`src/rtl/tap_trig.sv`:
```
// tap_trig: threshold trigger for an ADC sample stream with edge detect,
// re-arm holdoff, captured trigger sample and a saturating trigger count.
//
// Ports:
//   clk, rst        rising-edge clock, synchronous active-high reset
//   adc_data/valid  unsigned sample and its qualifier
//   ctl_gt/et/lt    compare-mode enables (OR-ed together)
//   ctl_thr         unsigned threshold
//   ctl_trig_en     trigger enable; low forces IDLE
//   cnt_clr         synchronous clear of trig_cnt
//   trig            one-cycle trigger pulse
//   trig_sample     sample that caused the last trigger
//   trig_cnt        saturating trigger count
//   armed           high while in ARMED
module tap_trig #(
    parameter int DATA_W  = 14,
    parameter int HOLDOFF = 16
) (
    input  logic              clk,
    input  logic              rst,
    input  logic [DATA_W-1:0] adc_data,
    input  logic              adc_valid,
    input  logic              ctl_gt,
    input  logic              ctl_et,
    input  logic              ctl_lt,
    input  logic [DATA_W-1:0] ctl_thr,
    input  logic              ctl_trig_en,
    input  logic              cnt_clr,
    output logic              trig,
    output logic [DATA_W-1:0] trig_sample,
    output logic [31:0]       trig_cnt,
    output logic              armed
);

    typedef enum logic [1:0] {
        S_IDLE  = 2'd0,
        S_ARMED = 2'd1,
        S_HOLD  = 2'd2
    } state_t;

    // Holdoff reload value; HOLDOFF=0 bypasses the HOLD state entirely.
    localparam int unsigned HL = (HOLDOFF > 0) ? HOLDOFF - 1 : 0;
    localparam logic [15:0] HOLD_LOAD = HL[15:0];

    state_t            r_state;
    logic [15:0]       r_hold_cnt;
    logic              r_prev_cond;
    logic              r_trig;
    logic [DATA_W-1:0] r_trig_sample;
    logic [31:0]       r_trig_cnt;

    logic w_cond;
    logic w_edge;
    logic w_fire;

    assign w_cond = (ctl_gt & (adc_data > ctl_thr))
                  | (ctl_et & (adc_data == ctl_thr))
                  | (ctl_lt & (adc_data < ctl_thr));

    assign w_edge = adc_valid & w_cond & ~r_prev_cond;

    assign w_fire = ctl_trig_en & (r_state == S_ARMED) & w_edge;

    always_ff @(posedge clk) begin
        if (rst) begin
            r_state       <= S_IDLE;
            r_hold_cnt    <= '0;
            r_prev_cond   <= 1'b0;
            r_trig        <= 1'b0;
            r_trig_sample <= '0;
            r_trig_cnt    <= '0;
        end else begin
            // Edge history tracks the stream in every state.
            if (adc_valid) begin
                r_prev_cond <= w_cond;
            end

            r_trig <= w_fire;

            if (w_fire) begin
                r_trig_sample <= adc_data;
            end

            // A trigger coinciding with a clear counts as the first one.
            if (w_fire) begin
                if (cnt_clr) begin
                    r_trig_cnt <= 32'd1;
                end else if (r_trig_cnt != 32'hFFFF_FFFF) begin
                    r_trig_cnt <= r_trig_cnt + 32'd1;
                end
            end else if (cnt_clr) begin
                r_trig_cnt <= '0;
            end

            if (!ctl_trig_en) begin
                r_state <= S_IDLE;
            end else begin
                unique case (r_state)
                    S_IDLE: begin
                        r_state <= S_ARMED;
                    end
                    S_ARMED: begin
                        if (w_edge) begin
                            if (HOLDOFF == 0) begin
                                r_state <= S_ARMED;
                            end else begin
                                r_state    <= S_HOLD;
                                r_hold_cnt <= HOLD_LOAD;
                            end
                        end
                    end
                    S_HOLD: begin
                        if (r_hold_cnt == 16'd0) begin
                            r_state <= S_ARMED;
                        end else begin
                            r_hold_cnt <= r_hold_cnt - 16'd1;
                        end
                    end
                    default: begin
                        r_state <= S_IDLE;
                    end
                endcase
            end
        end
    end

    assign trig        = r_trig;
    assign trig_sample = r_trig_sample;
    assign trig_cnt    = r_trig_cnt;
    assign armed       = (r_state == S_ARMED);

endmodule
```
`config.mk`:
```
export PLATFORM = sky130hd
export DESIGN_NAME = tap_trig
export DESIGN_NICKNAME = d
export VERILOG_FILES = /design/src/rtl/tap_trig.sv
export SDC_FILE = /design/constraint.sdc
export NUM_CORES = 1
export LEC_CHECK = 0
export BUFFER_PORTS_ARGS = -buffer_cell sky130_fd_sc_hd__buf_4
export CORE_MARGIN = 2
export CORE_UTILIZATION = 29
export CTS_CLUSTER_DIAMETER = 50
export DETAILED_ROUTE_END_ITERATION = 7
export RECOVER_POWER = 100
export SETUP_SLACK_MARGIN = 0.15
export SYNTH_ARGS = -nofsm -noshare
export SYNTH_HDL_FRONTEND = slang
export SYNTH_SLANG_ARGS = --single-unit
```
`constraint.sdc`:
```
create_clock -name clk -period 9 [get_ports clk]
set_input_delay 1.8 -clock clk [delete_from_list [all_inputs] [get_ports clk]]
set_output_delay 1.8 -clock clk [all_outputs]
set_load 0.01 [all_outputs]
```
==> flow_summary.json <==
{
  "synth_top_area_cell": "dfxtp_1",
  "grt_pass1_vias": 3285,
  "clkSinkCount": 66,
  "ys_types": 49,
  "fin_tns_setup_ps": 0,
  "ant_nets": 0,
  "period_needed_ps": 4840,
  "placedCellCount": 650,
  "grt_max_degree": 40,
  "ys_seq_area_frac": 0.373,
  "wl_per_cell_um": 14.4,
  "grt_use_total": 0.148,
  "synth_area_per_cell_um2": 8.08,
  "synth_common_cells": "66 x dfxtp_1, 48 x nor2_1, 37 x a21oi_1, 34 x nand2_1",
  "ys.warnings.count": 0,
  "cp_num_buf_inv": 1,
  "tightest_slew_ps": 1650,
  "required_ps": 9260,
  "htree_levels": 3,
  "yosys-top-cells-area": "dfxtp_1 37%, ha_1 5.6%, a21oi_1 5.2%",
  "maxCapViolCount": 1,
  "critPathArrivalTime_ps": 5090,
  "slowest_stage": "and2_0",
  "rsz0062_at_grt": "false",
  "fp-row-count": 40,
  "portBuffers": 83,
  "p_int_mw": 0.542,
  "power_switching_mw": 0.162,
  "cts_resized": 0,
  "path_class": "in2reg",
  "fmax_mhz": 207,
  "report.final.setup_viol": 0,
  "crit_chain": "buf_4 > ha_1 > nand4_2 > or4_1 > a21oi_1 > nand4_1 > and2_0 > or4_1 > a21oi_1",
  "clockBufferDepth": 2,
  "hold_path.class": "reg2reg",
  "dieArea_um2": 13100,
  "drt_iter0_drc": 200,
  "synth_area_um2": 3550,
  "critPathLaunchType": "input pin",
  "dp_hpwl_um": 6860,
  "slowest_delay_ps": 640,
  "endpoint_kind": "flip-flop",
  "grt_pass1_wl_um": 15700,
  "finalNonFillerCells": 666,
  "skew_ps": 9.12,
  "slew_viol_final": 21,
  "overflow": 0,
  "design.final.nets": 566,
  "ys_async_sr_fraction": 0,
  "switching_share": 0.230,
  "violations": "max-capacitance violations, max-slew violations",
  "combPwrFrac": 0.082,
  "p_total_mw": 0.705,
  "cpLargestDelayFamily": "simple AND/OR/NAND/NOR gates",
  "remaining_drc_errors": 0,
  "antenna_found_initial": 0,
  "p_leak_nw": 1.70,
  "cts_root_buffer": "clkbuf_16",
  "drt-total-wl_um": 9620,
  "synthFlopType": "dfxtp_1",
  "syn_nets": 491,
  "synthCells": 439,
  "io_pins": 84,
  "drive_gt1_frac": 0.110,
  "worstSkewPairLatency_ps": 330,
  "syn_to_final_growth_pct": 23.8,
  "fp.dieW_um": 115,
  "final-hold-violation-count": 0,
  "chipHeight_um": 115,
  "cts_tree": "yes",
  "cts_setup_buffers": 0,
  "path_max_fanout": 21,
  "ctsHoldBuffers": 0,
  "synth_top_area_share": 0.373,
  "start_util": 0.296,
  "ir_drop_mv": 0.0851,
  "synth_most_common_cell": "dfxtp_1",
  "outcome": "complete, but fails checks",
  "seq_power_share": 0.420,
  "post-route-period-util": 0.538,
  "path_clk_slew_ps": 60,
  "vias": 3524,
  "fill_cells": 1248,
  "core_um2": 12000,
  "drt-pass1-iter-count": 4,
  "power_density_nw_per_um2": 161,
  "numCtsBuffers": 9,
  "clkPwrFrac": 0.498,
  "num_antenna_cells": 0,
  "place_congestion": 0.783,
  "yosys_register_bits": 66,
  "synth_edf_count": 0,
  "via_per_inst": 5.29,
  "slew_headroom": -0.101
}
[path summary, 6_finish.rpt]
kind,cells past startpoint,slack (ps),startpoint,to
hold reg to reg,2,490,trig_cnt[30],trig_cnt[30]
hold / removal,2,490,trig_cnt[30],trig_cnt[30]
setup / recovery,9,4160,adc_data[13],trig_cnt[18]
setup reg to reg,8,5520,r_hold_cnt[0],r_hold_cnt[5]
[registers in the layout, indices dropped and copies added (netlist names)]
register / flops
r_state: 2
trig_cnt: 32
r_hold_cnt: 16
r_prev_cond: 1
trig: 1
trig_sample: 14
[cell usage in the layout (no fill, tap or decap), types with 9 or more instances in the layout]
cell,netlist,layout
or3_1,17,17
buf_4,0,35
clkbuf_16,0,9
ha_1,16,16
o21ai_0,16,16
mux2i_1,17,17
or4_1,9,10
inv_1,24,24
nand3_1,24,24
a21oi_1,37,38
nand2_1,34,34
nand4_1,12,12
clkbuf_1,15,50
nor2_1,48,48
dfxtp_1,66,66
[worst reg2reg max path, delay by kind of cell (launching register included)]
kind	cells	cell delay, ps
flops	1	340
buf+inv	1	70
fa+ha+maj	1	240
simple gates	4	2070
compound gates	2	670
[cell type report]
class                           instances  area (um2)  area share
Timing Repair Buffer                   84         450       0.103
Inverter                               24        90.1      0.0205
Multi-Input combinational cell        329        2050       0.466
Sequential cell                        66        1320       0.301
Clock buffer                           12         246      0.0561
Tap cell                              147         184      0.0419
Clock inverter                          4        51.3      0.0117
[metal layers]
layer / share of wire / GRT usage / wire (um)
met1: 0.48 / 0.191 / 4570
met2: 0.46 / 0.240 / 4410
met3: 0.058 / 0.0439 / 556
met4: 0.0085 / 0.0374 / 82
met5: 0 / 0 / 0
[through the flow]
step | worst slack, ps | util | area (um2) | hold slack (ps)
after floorplan | 4680 | - | 3550 | 464
after global placement | 4110 | 0.358 | 4280 | 483
after detailed placement | 4010 | 0.358 | 4280 | 489
after CTS | 4350 | 0.383 | 4580 | 502
after global routing | 3870 | 0.367 | 4390 | 517
final | 4160 | 0.367 | 4390 | 493
[power groups by stage]
stage	Combinational, mW	Clock (mW)	Sequential (mW)
finish	0.0576	0.351	0.296
global route	0.0649	0.374	0.296
CTS	0.0593	0.360	0.296
detailed placement	0.0586	0	0.303
global placement	0.0581	0	0.302
floorplan	0.0340	0	0.303
[cell families (layout without fill, tap and decap cells)]
logic type / Yosys count / in the layout / share of synthesized area
compound gates: 104 / 104 / 0.189
xor+xnor: 9 / 9 / 0.0222
fa+ha+maj: 16 / 16 / 0.0565
buf+inv: 44 / 124 / 0.0480
flops: 66 / 66 / 0.373
mux: 17 / 17 / 0.0480
simple gates: 183 / 183 / 0.263
(Power assumes the default switching activity.)
